`src/rtl/wb_mem_arbiter_pkg.sv`:
```
// Shared types for the two-master Wishbone memory arbiter: FSM states,
// grant encodings and the round-robin priority pointer.
package wb_arb_pkg;

  typedef enum logic [1:0] {
    IDLE   = 2'd0,
    GNT_M0 = 2'd1,
    GNT_M1 = 2'd2
  } arb_state_t;

  typedef enum logic {
    MID_M0 = 1'b0,
    MID_M1 = 1'b1
  } master_id_t;

  localparam logic [1:0] GRANT_NONE = 2'b00;
  localparam logic [1:0] GRANT_M0   = 2'b01;
  localparam logic [1:0] GRANT_M1   = 2'b10;

  function automatic arb_state_t gnt_state(input master_id_t id);
    return (id == MID_M1) ? GNT_M1 : GNT_M0;
  endfunction

  function automatic master_id_t other_master(input master_id_t id);
    return (id == MID_M1) ? MID_M0 : MID_M1;
  endfunction

endpackage

```
`src/rtl/wb_bus_timeout.sv`:
```
// Grant watchdog: counts unacknowledged grant cycles and flags the cycle
// that completes TIMEOUT_CYCLES of waiting. TIMEOUT_CYCLES of 0 disables it.
module wb_bus_timeout #(
  parameter int TIMEOUT_CYCLES = 255,
  parameter int TIMEOUT_WIDTH  = 8
) (
  input  logic clk,
  input  logic rst,
  input  logic clear,
  input  logic enable,
  output logic expired
);

  // The counter holds the number of earlier waiting cycles, so the cycle
  // that reaches TIMEOUT_CYCLES sees count == TIMEOUT_CYCLES-1.
  localparam logic [TIMEOUT_WIDTH-1:0] LAST =
    (TIMEOUT_CYCLES == 0) ? '0 : TIMEOUT_WIDTH'(TIMEOUT_CYCLES - 1);

  logic [TIMEOUT_WIDTH-1:0] count;

  always_ff @(posedge clk) begin
    if (rst || clear) begin
      count <= '0;
    end else if (enable) begin
      count <= count + TIMEOUT_WIDTH'(1);
    end
  end

  assign expired = (TIMEOUT_CYCLES != 0) && enable && (count == LAST);

endmodule

```
`src/rtl/wb_mem_arbiter.sv`:
```
// Two-master to one-slave Wishbone-classic arbiter with round-robin grant,
// one transfer per grant, and an optional bus timeout reported as err.
module wb_mem_arbiter
  import wb_arb_pkg::*;
#(
  parameter int ADDR_WIDTH     = 32,
  parameter int DATA_WIDTH     = 32,
  parameter int TIMEOUT_CYCLES = 255,
  parameter int TIMEOUT_WIDTH  = 8
) (
  input  logic                  clk,
  input  logic                  rst,
  input  logic                  m0_cyc_i,
  input  logic                  m0_stb_i,
  input  logic                  m0_we_i,
  input  logic [ADDR_WIDTH-1:0] m0_addr_i,
  input  logic [DATA_WIDTH-1:0] m0_data_i,
  output logic [DATA_WIDTH-1:0] m0_data_o,
  output logic                  m0_ack_o,
  output logic                  m0_err_o,
  input  logic                  m1_cyc_i,
  input  logic                  m1_stb_i,
  input  logic                  m1_we_i,
  input  logic [ADDR_WIDTH-1:0] m1_addr_i,
  input  logic [DATA_WIDTH-1:0] m1_data_i,
  output logic [DATA_WIDTH-1:0] m1_data_o,
  output logic                  m1_ack_o,
  output logic                  m1_err_o,
  output logic                  s_cyc_o,
  output logic                  s_stb_o,
  output logic                  s_we_o,
  output logic [ADDR_WIDTH-1:0] s_addr_o,
  output logic [DATA_WIDTH-1:0] s_data_o,
  input  logic [DATA_WIDTH-1:0] s_data_i,
  input  logic                  s_ack_i,
  output logic [1:0]            grant_o
);

  // Handshake: a master requests with cyc & stb and holds the request until
  // it sees ack or err; the slave completes a transfer by pulsing s_ack_i
  // while the arbiter presents cyc & stb. Dropping cyc abandons the request.

  arb_state_t state;
  master_id_t prio;

  logic m0_req, m1_req;
  logic in_m0, in_m1;
  logic g_cyc, g_stb;
  logic tmo_en, expired;

  assign m0_req = m0_cyc_i & m0_stb_i;
  assign m1_req = m1_cyc_i & m1_stb_i;
  assign in_m0  = (state == GNT_M0);
  assign in_m1  = (state == GNT_M1);

  assign g_cyc = (in_m0 & m0_cyc_i) | (in_m1 & m1_cyc_i);
  assign g_stb = (in_m0 & m0_req) | (in_m1 & m1_req);

  // Only a still-active granted cycle that is not being acked counts as waiting.
  assign tmo_en = g_cyc & ~s_ack_i;

  wb_bus_timeout #(
    .TIMEOUT_CYCLES (TIMEOUT_CYCLES),
    .TIMEOUT_WIDTH  (TIMEOUT_WIDTH)
  ) u_timeout (
    .clk     (clk),
    .rst     (rst),
    .clear   (state == IDLE),
    .enable  (tmo_en),
    .expired (expired)
  );

  always_comb begin
    s_we_o   = 1'b0;
    s_addr_o = '0;
    s_data_o = '0;
    if (in_m0) begin
      s_we_o   = m0_we_i;
      s_addr_o = m0_addr_i;
      s_data_o = m0_data_i;
    end else if (in_m1) begin
      s_we_o   = m1_we_i;
      s_addr_o = m1_addr_i;
      s_data_o = m1_data_i;
    end
  end

  assign s_cyc_o = g_cyc & ~expired;
  assign s_stb_o = g_stb & ~expired;

  assign m0_ack_o  = in_m0 & s_ack_i;
  assign m1_ack_o  = in_m1 & s_ack_i;
  assign m0_err_o  = in_m0 & expired;
  assign m1_err_o  = in_m1 & expired;
  assign m0_data_o = s_data_i;
  assign m1_data_o = s_data_i;

  always_comb begin
    unique case (state)
      GNT_M0:  grant_o = GRANT_M0;
      GNT_M1:  grant_o = GRANT_M1;
      default: grant_o = GRANT_NONE;
    endcase
  end

  // Completion and timeout hand priority to the other master; an abort
  // leaves it alone so the aborting master keeps its turn.
  always_ff @(posedge clk) begin
    if (rst) begin
      state <= IDLE;
      prio  <= MID_M1;
    end else begin
      unique case (state)
        IDLE: begin
          if (m0_req && m1_req) state <= gnt_state(prio);
          else if (m0_req)      state <= GNT_M0;
          else if (m1_req)      state <= GNT_M1;
        end
        GNT_M0: begin
          if (s_ack_i) begin
            state <= IDLE;
            prio  <= other_master(MID_M0);
          end else if (!m0_cyc_i) begin
            state <= IDLE;
          end else if (expired) begin
            state <= IDLE;
            prio  <= other_master(MID_M0);
          end
        end
        GNT_M1: begin
          if (s_ack_i) begin
            state <= IDLE;
            prio  <= other_master(MID_M1);
          end else if (!m1_cyc_i) begin
            state <= IDLE;
          end else if (expired) begin
            state <= IDLE;
            prio  <= other_master(MID_M1);
          end
        end
        default: state <= IDLE;
      endcase
    end
  end

endmodule

```
`config.mk`:
```
export PLATFORM = sky130hd
export DESIGN_NAME = wb_mem_arbiter
export DESIGN_NICKNAME = d
export VERILOG_FILES = /design/src/rtl/wb_mem_arbiter_pkg.sv /design/src/rtl/wb_bus_timeout.sv /design/src/rtl/wb_mem_arbiter.sv
export SDC_FILE = /design/constraint.sdc
export NUM_CORES = 1
export LEC_CHECK = 0
export CORE_AREA = 5 5 117 119
export CTS_CLUSTER_SIZE = 14
export DETAILED_ROUTE_END_ITERATION = 10
export DIE_AREA = 0 0 122 124
export GPL_ROUTABILITY_DRIVEN = 0
export GPL_TIMING_DRIVEN = 0
export SYNTH_ARGS = -nofsm -noshare
export SYNTH_HDL_FRONTEND = slang
export SYNTH_HIERARCHICAL = 1
export SYNTH_SLANG_ARGS = --single-unit
```
`constraint.sdc`:
```
create_clock -name clk -period 2.4 [get_ports clk]
set_input_delay 0.36 -clock clk [delete_from_list [all_inputs] [get_ports clk]]
set_output_delay 0.36 -clock clk [all_outputs]
set_load 0.005 [all_outputs]
```
==> results by group, run 1 <==
Run status
  • Outcome: finished clean

Die
  • DIE HEIGHT: 124 µm
  • Cell row count: 41
  • Initial Util: 0.150
  • Num ports: 306
  • Core Area: 12,500 µm²
  • DIE AREA: 15,100 µm²
  • Die Wd: 122 µm

Logic synthesis
  • Mapped Cells: 226
  • EDFF count, synth: 0
  • Top cells by count, synth: buf_4 (66), a22o_1 (65), dfxtp_1 (11), nor2_1 (10)
  • Synth unique cells: 34
  • Ys async rst share: 0
  • Synth top area share: 0.305
  • Syn_nets: 403
  • Mapped Area: 1870 µm²
  • Sequential fraction of the synthesis area: 0.118
  • Primary FF master, synth: dfxtp_1
  • Flops & latches, synth: 11
  • Avg Cell Area, Syn: 8.27 µm²
  • Top-count cell post-synth: buf_4
  • Top area cells in the synthesized netlist: a22o_1 (30%), buf_4 (27%), dfxtp_1 (12%)
  • Synth warn: 6
  • Cell taking the most area after synthesis: a22o_1

Setup path
  • Worst-path fanout max: 6
  • Cells along the critical path: buf_12 > ha_4 > nor2b_4 > buf_12 > buf_4 > buf_8 > buf_4 > a22o_1 > dlygate4sd2_1
  • R2r worst-path depth: 12
  • CP Class: reg -> out
  • CP startpoint kind: register
  • Worst Path Required: 2040 ps
  • Reg2reg end: prio
  • Critical Path End Type: primary output
  • Crit-path max cell delay: 350 ps
  • Worst Path Arrival: 1990 ps
  • FF-to-FF Start: state[1]
  • Worst setup path startpoint: state[1]
  • R2R Setup Slk: 340 ps
  • Critical Path Slowest Stage Cell: dfxtp_4

GRT
  • Initial antenna violation count: 0
  • First-pass GRT wire length: 15,700 µm
  • Number of global-route vias before repair: 3,060
  • Largest net degree at the start of global routing: 11
  • Grt ovf: 0
  • GRT Overall Usage: 0.130

Timing
  • RSZ-0062 raised after global routing: true
  • Setup TNS: 0 ps
  • Final worst slack: 46.2 ps
  • Max-slew violations: 0
  • Tcrit/Tclk final: 0.981
  • # setup viols final: 0
  • Actual slew at the worst max-slew pin: 346 ps
  • Maximum clock rate: 425 MHz
  • Worst slew margin: 0.769
  • Crit path time final: 2350 ps
  • Final hold vios: 0
  • Skew final: 1.50 ps

Final layout
  • Cell Count, Final, Fillers Out: 698
  • Nets: 704
  • Layout cell share with drive strength beyond 1: 0.228
  • Number of diodes: 0
  • Area growth from synthesis to layout: 175%

Clock tree
  • H-tree lvl count: 1
  • CTS sink cnt: 11
  • CTS tree: yes
  • Total CTS buffers: 3
  • Clk Latency, worst-skew pair: 230 ps
  • Clock Tree Buf Depth: 2
  • Root Driver: clkbuf_16
  • Reg clk slew, reported paths: 40 ps

Hold path
  • Hold-critical path endpoint: u_timeout/count[6]
  • Min-delay src: u_timeout/count[6]
  • Worst Hold Depth: 2
  • Hold WC Path Type: reg -> reg

Run
  • Max Cap Viol: 0

Detailed routing
  • DR DRC count: 0
  • Routed Antenna Nets: 0
  • DRT Pass-1 Iters: 4
  • Total Wirelength: 11,100 µm
  • DRT iter0 DRCs: 98
  • Vias/cell: 4.06
  • Routed via count: 2,831
  • Drt wl/cell: 15.9 µm

Placement
  • HPWL Detailed: 9600 µm
  • Port Buffers: 273
  • Placed cell count: 671
  • Pre-CTS WS: -482 ps

Power and ir drop
  • Worst vdd ir: 0.000137 V
  • PD cells: 262 nW/µm²
  • P_leak: 2.35 nW
cells by family after synthesis:
logic type | share of synthesized area
compound gates | 0.371
flops | 0.118
xor+xnor | 0.0187
simple gates | 0.102
buf+inv | 0.337
fa+ha+maj | 0.0535
worst max-delay path: cells and delay by family (launching register included):
| family | cells | cell delay (ps) |
|---|---|---|
| buf+inv | 6 | 910 |
| fa+ha+maj | 1 | 170 |
| compound gates | 1 | 170 |
| simple gates | 1 | 140 |
| flops | 1 | 350 |
how the worst max path moves through the flow:
stage	endpoint	cells past startpoint	slack (ps)
2_1_floorplan	prio	11	390
3_3_place_gp	m1_err_o	8	-440
3_5_place_dp	m1_err_o	8	-480
4_1_cts	m0_ack_o	8	6
5_1_grt	m1_err_o	10	-20
6_report	s_data_o[6]	9	50
routing by layer:
layer / vias to the layer above / routed length (µm) / GRT usage
met5: - / 0 / 0
met4: 0 / 167 / 0.0364
met3: 14 / 1510 / 0.0568
met2: 183 / 5840 / 0.241
met1: 1255 / 3590 / 0.132
li1: 1379 / - / -
layout by cell type (no fill, tap or decap), types with 2 or more instances in the layout:
cell	Yosys	final
a21oi_1	4	4
a22o_1	65	65
and2_1	4	4
buf_12	0	4
buf_4	66	85
buf_6	8	6
buf_8	0	4
clkbuf_1	5	2
clkbuf_16	0	3
clkbuf_2	0	4
clkdlybuf4s15_1	0	3
clkdlybuf4s50_1	0	212
dfxtp_1	11	9
dlygate4sd2_1	0	57
ha_1	8	6
inv_2	1	3
nand2_1	6	6
nand3_1	4	4
nand4_1	3	3
nor2_1	10	9
o21ai_0	3	3
o21ai_1	2	2
or3_1	3	3
xor2_1	3	3
power breakdown:
group / internal [W] / switching (W)
clock network: 0.000223 / 0.0000776
registers: 0.000188 / 0.00000547
logic: 0.000600 / 0.000250
total: 0.00101 / 0.000333
per-stage QoR:
step                      utilization  cell area (µm²)  hold WS, ps  total power, W
after floorplan                     -             1870          454        0.000467
after global placement          0.386             4820          471         0.00103
after detailed placement        0.386             4820          487         0.00103
after CTS                       0.406             5060          494         0.00134
after global routing            0.412             5130          520         0.00142
final                           0.412             5130          490         0.00134
flip-flops by register name, summed over array words and instances (netlist names):
signal           cells
u_timeout/count      8
prio                 1
state                2
area by class of cell:
type	instances	area, µm²
multi-input combinational	130	1050
tap	172	215
inverter	4	15.0
timing repair buffer	296	2890
fill	1248	7330
buffer	81	667
clock buffer	4	78.8
sequential	11	225
repair_timing:
action / in CTS / in global routing
cloned: 3 / 0
resized for setup: 91 / 8
setup buffers: 14 / 6
endpoints found under the setup margin: 69 / 21
hold buffers: 0 / 0
pin swaps: 3 / 3
Note: power is estimated with default switching activity, not from simulation.
==> inputs of run 2 (changes only) <==
- CORE_AREA: 5 5 117 119 -> 5 5 115 117
- CTS_CLUSTER_SIZE: 14 -> not set
- DIE_AREA: 0 0 122 124 -> 0 0 120 122
- PLACE_DENSITY: not set -> 0.6
- clock period: 2.4 -> 2.9 ns (I/O delays scaled with it)
==> run 2 against run 1 <==
Compared with the run above: core utilization decreased by 1.0 points; critical path type is now in -> out; largest power group unchanged; highest routed layer unchanged; clock power decreased by 17%; critical path depth decreased by 2.
==> results by group, run 2 (synthesized netlist as in run 1, its figures left out) <==
Setup path
  • Worst Path Required: 2470 ps
  • Critical Path End Type: primary output
  • R2r worst-path depth: 12
  • R2R Setup Slk: 750 ps
  • FF-to-FF Start: state[1]
  • CP startpoint kind: primary input
  • Worst Path Arrival: 2300 ps
  • Reg2reg end: prio
  • CP Class: in -> out
  • Worst-path fanout max: 8

Placement
  • Port Buffers: 273
  • HPWL Detailed: 9660 µm
  • Pre-CTS WS: -196 ps
  • Dpl cell area: 4790 µm²

Timing
  • Tcrit/Tclk final: 0.945
  • # setup viols final: 0
  • Final hold vios: 0
  • Final hold slack: 499 ps
  • Worst slew margin: 0.696
  • Crit path time final: 2740 ps
  • Max-slew violations: 0
  • Maximum clock rate: 365 MHz
  • Actual slew at the worst max-slew pin: 456 ps
  • RSZ-0062 raised after global routing: false
  • Final worst slack: 160 ps
  • Setup TNS: 0 ps
  • Skew final: 0.935 ps

Final layout
  • Footprint of the multi-input gates: 1040 µm²
  • Area growth from synthesis to layout: 163%
  • Fillers: 1,243
  • Most frequent cells in the layout: clkdlybuf4s50_1 (271), buf_4 (69), a22o_1 (65), nor2_1 (9), dfxtp_1 (9)
  • Fin area: 4920 µm²
  • Layout cell share with drive strength beyond 1: 0.186
  • Nets: 684
  • Largest regs: u_timeout/count x8, state x2, prio x1
  • Commonest non-fill, non-tap cell in the layout: clkdlybuf4s50_1
  • Number of diodes: 0
  • Reg area: 223 µm²
  • Biggest register: u_timeout/count
  • Util after Layout: 0.402
  • Number of flip-flops under the largest register name: 8

Detailed routing
  • DR DRC count: 0
  • DRT Pass-1 Iters: 4
  • DRT iter0 DRCs: 51
  • Vias/cell: 4.21
  • Total Wirelength: 10,800 µm
  • Routed Antenna Nets: 0
  • Drt wl/cell: 16.5 µm
  • Routed via count: 2,762

Die
  • DIE AREA: 14,600 µm²
  • Die Wd: 120 µm
  • Cell row count: 41
  • Num ports: 306
  • DIE HEIGHT: 122 µm
  • Core Area: 12,300 µm²
  • Initial Util: 0.152

GRT
  • Grt ovf: 0
  • GRT Overall Usage: 0.130
  • Initial antenna violation count: 0
  • Number of global-route vias before repair: 2,864
  • First-pass GRT wire length: 15,200 µm
  • Largest net degree at the start of global routing: 11

Hold path
  • Hold WC Path Type: reg -> reg
  • Worst Hold Depth: 2
  • Hold-critical path endpoint: u_timeout/count[6]
  • Min-delay src: u_timeout/count[6]

Clock tree
  • H-tree lvl count: 1
  • CTS tree: yes
  • Reg clk slew, reported paths: 40 ps
  • Total CTS buffers: 3
  • Clock Tree Buf Depth: 2
  • CTS sink cnt: 11
  • Clk Latency, worst-skew pair: 230 ps
  • Root Driver: clkbuf_16
  • CTS Hold Bufs: 0

Power and ir drop
  • Worst vdd ir: 0.000132 V
  • PD cells: 224 nW/µm²
  • P_leak: 1.98 nW

Run
  • Max Cap Viol: 0

Run status
  • Outcome: finished clean
==> run 2: how the worst max path moves through the flow <==
stage,start,to,slack (ps),depth (start not counted)
floorplan,state[1],prio,890,11
global placement,m0_cyc_i,m0_err_o,-170,8
detailed placement,m0_cyc_i,m0_err_o,-200,8
CTS,m1_cyc_i,m0_err_o,20,8
global route,state[1],m0_err_o,5,10
finish,s_ack_i,m0_err_o,160,7
==> run 2: power breakdown <==
group          internal (W)  leakage, nW  total, W  switching (W)
Clock              0.000184       0.0382  0.000249      0.0000644
Sequential         0.000156       0.0898  0.000161     0.00000484
Combinational      0.000492         1.86  0.000691       0.000200
Total              0.000832         1.98   0.00110       0.000269
==> run 2: area by class of cell <==
type | count | share of cell area
Buffer | 81 | 0.125
Clock buffer | 4 | 0.0160
Inverter | 4 | 0.00305
Multi-Input combinational cell | 130 | 0.212
Sequential cell | 11 | 0.0452
Tap cell | 150 | 0.0381
Timing Repair Buffer | 276 | 0.561
==> run 2: worst max-delay path, cell delays in order <==
cell             delay, ps
clkdlybuf4s50_1        530
nor2_1                 150
buf_4                  160
nand4_1                140
nor2_4                 210
and2_1                 160
clkdlybuf4s50_1        510
==> run 2: timing repair <==
action / in CTS / in global routing
gates resized for setup: 3 / 8
buffers inserted: 0 / 3
pin swaps: 0 / 2
endpoints found under the setup margin: 4 / 4
==> run 2: per-stage QoR <==
stage	std cells	total power [W]
after floorplan	226	0.000387
after global placement	649	0.000848
after detailed placement	649	0.000855
after CTS	653	0.00111
after global routing	656	0.00117
final	656	0.00110
==> run 2: routing by layer <==
layer / global-route usage / routed length, µm / up-vias
li1: - / - / 1335
met1: 0.138 / 3870 / 1224
met2: 0.237 / 5560 / 187
met3: 0.0580 / 1200 / 16
met4: 0.0286 / 207 / 0
met5: 0 / 0 / -
==> inputs of run 3 (changes only) <==
- PLACE_DENSITY: 0.6 -> 0.63
==> run 3 against run 2 <==
Compared with the run above: sequential share of layout area about the same; global-route usage rose by 0.057 points; critical path type is now reg -> out; core utilization rose by 0.092 points; cell count stayed put; largest power group unchanged; count of clock-buffer cells in the layout stayed put; highest routed layer unchanged; clock skew is 1.0 ps higher; worst hold slack worse by 12 ps; fmax is 1.3% lower; register-to-register slack lost 40 ps.
==> results by group, run 3 (synthesized netlist as in run 1, its figures left out) <==
Setup path
  • Critical Path End Type: primary output
  • Buffer and inverter count on the worst path: 3
  • Critical Path Slowest Stage Cell: clkdlybuf4s50_1
  • Worst-path fanout max: 8
  • CP delay by family, top: buffers and inverters
  • CP Class: reg -> out
  • CP startpoint kind: register
  • Worst Path Required: 2470 ps
  • Cells along the critical path: inv_1 > ha_4 > a22oi_2 > nor2_1 > buf_4 > nand4_1 > nor2_4 > and2_1 > clkdlybuf4s50_1
  • Crit-path max cell delay: 520 ps
  • Worst Path Arrival: 2340 ps

Detailed routing
  • Drt wl/cell: 16.5 µm
  • Total Wirelength: 10,800 µm
  • DRT Pass-1 Iters: 4
  • DRT iter0 DRCs: 72
  • DR DRC count: 0
  • Vias/cell: 4.19
  • Routed Antenna Nets: 0
  • Routed via count: 2,751

Final layout
  • Commonest non-fill, non-tap cell in the layout: clkdlybuf4s50_1
  • Most frequent cells in the layout: clkdlybuf4s50_1 (271), buf_4 (68), a22o_1 (65), dfxtp_1 (10), nor2_1 (9)
  • Number of diodes: 0
  • Number of flip-flops under the largest register name: 8
  • Reg area: 221 µm²
  • Cell Count, Final, Fillers Out: 656
  • Fillers: 1,216
  • Area growth from synthesis to layout: 164%
  • Footprint of the multi-input gates: 1040 µm²
  • Biggest register: u_timeout/count
  • Nets: 684
  • Largest regs: u_timeout/count x8, state x2, prio x1
  • Fin area: 4930 µm²
  • Layout cell share with drive strength beyond 1: 0.182

Power and ir drop
  • Net switching power: 0.000278 W
  • Sequential power share: 0.144
  • Comb pwr share: 0.626
  • Clock network fraction of total power: 0.230
  • Switching Share: 0.250
  • Worst vdd ir: 0.000134 V
  • PD cells: 225 nW/µm²
  • P_leak: 1.99 nW
  • P_int: 0.000834 W
  • Total chip power: 0.00111 W

Clock tree
  • CTS sink cnt: 11
  • Root Driver: clkbuf_16
  • CTS tree: yes
  • Clock Tree Buf Depth: 2
  • H-tree lvl count: 1
  • Clk Latency, worst-skew pair: 240 ps
  • Total CTS buffers: 3
  • Reg clk slew, reported paths: 40 ps

Die
  • Cell row count: 41
  • DIE HEIGHT: 122 µm
  • DIE AREA: 14,600 µm²
  • Die Wd: 120 µm
  • Core Area: 12,300 µm²
  • Initial Util: 0.152
  • Num ports: 306

Hold path
  • Hold WC Path Type: reg -> reg

Placement
  • Dpl cell area: 4790 µm²
  • Port Buffers: 273
  • HPWL Detailed: 9490 µm
  • Pre-CTS WS: -182 ps
  • Placed cell count: 649

Timing
  • Setup TNS: 0 ps
  • Tcrit/Tclk final: 0.958
  • Crit path time final: 2780 ps
  • Maximum clock rate: 360 MHz
  • Actual slew at the worst max-slew pin: 509 ps
  • Worst slew margin: 0.661
  • Skew final: 1.95 ps
  • Final hold vios: 0
  • # setup viols final: 0
  • Final worst slack: 123 ps
  • Max-slew violations: 0

Run
  • Max Cap Viol: 0

GRT
  • First-pass GRT wire length: 15,500 µm
  • Number of global-route vias before repair: 3,000
  • Initial antenna violation count: 0
  • Grt ovf: 0
  • GRT Overall Usage: 0.130
  • Largest net degree at the start of global routing: 11

Run status
  • Outcome: finished clean
## run 3: power groups by stage
stage	Combinational (W)	Clock, W	Sequential (W)
2_1_floorplan	0.000226	0	0.000161
3_3_place_gp	0.000689	0	0.000162
3_5_place_dp	0.000694	0	0.000162
4_1_cts	0.000699	0.000260	0.000159
5_1_grt	0.000744	0.000268	0.000161
6_report	0.000696	0.000256	0.000160
## run 3: final cells by class
| class | count | area share |
|---|---|---|
| clock buffer | 4 | 0.0160 |
| buffer | 81 | 0.124 |
| timing repair buffer | 276 | 0.562 |
| tap | 150 | 0.0380 |
| sequential | 11 | 0.0449 |
| multi-input combinational | 130 | 0.212 |
| inverter | 4 | 0.00304 |
## run 3: timing repair
action	4_1_cts	5_1_grt
pin swaps	0	1
setup endpoints to repair	4	4
hold endpoints to repair	0	0
buffers inserted	0	3
hold buffers	0	0
gates resized for setup	4	5
## run 3: path summary, 6_finish.rpt
check                                        start            endpoint  slack (ps)  cells after the start
worst min register to register  u_timeout/count[6]  u_timeout/count[6]         490                      2
worst min-delay path            u_timeout/count[6]  u_timeout/count[6]         490                      2
worst max-delay path                      state[0]            m0_err_o         120                      9
worst max register to register            state[0]                prio         710                     11
## run 3: routing by layer
layer,routed length [µm],GRT usage,vias to the layer above
li1,-,-,1333
met1,4040,0.149,1251
met2,5690,0.242,161
met3,1020,0.0450,6
met4,53,0.0157,0
met5,0,0,-
## run 3: metrics by stage
stage	hold slack [ps]	utilization
5_1_grt	529	0.402
4_1_cts	490	0.398
2_1_floorplan	458	-
3_3_place_gp	468	0.391
6_report	487	0.402
3_5_place_dp	483	0.391
## run 3: worst min-delay path, stage by stage, from the launching register on
cell	delay, ps
dfxtp_1	310
o21ai_0	70
a21oi_1	60
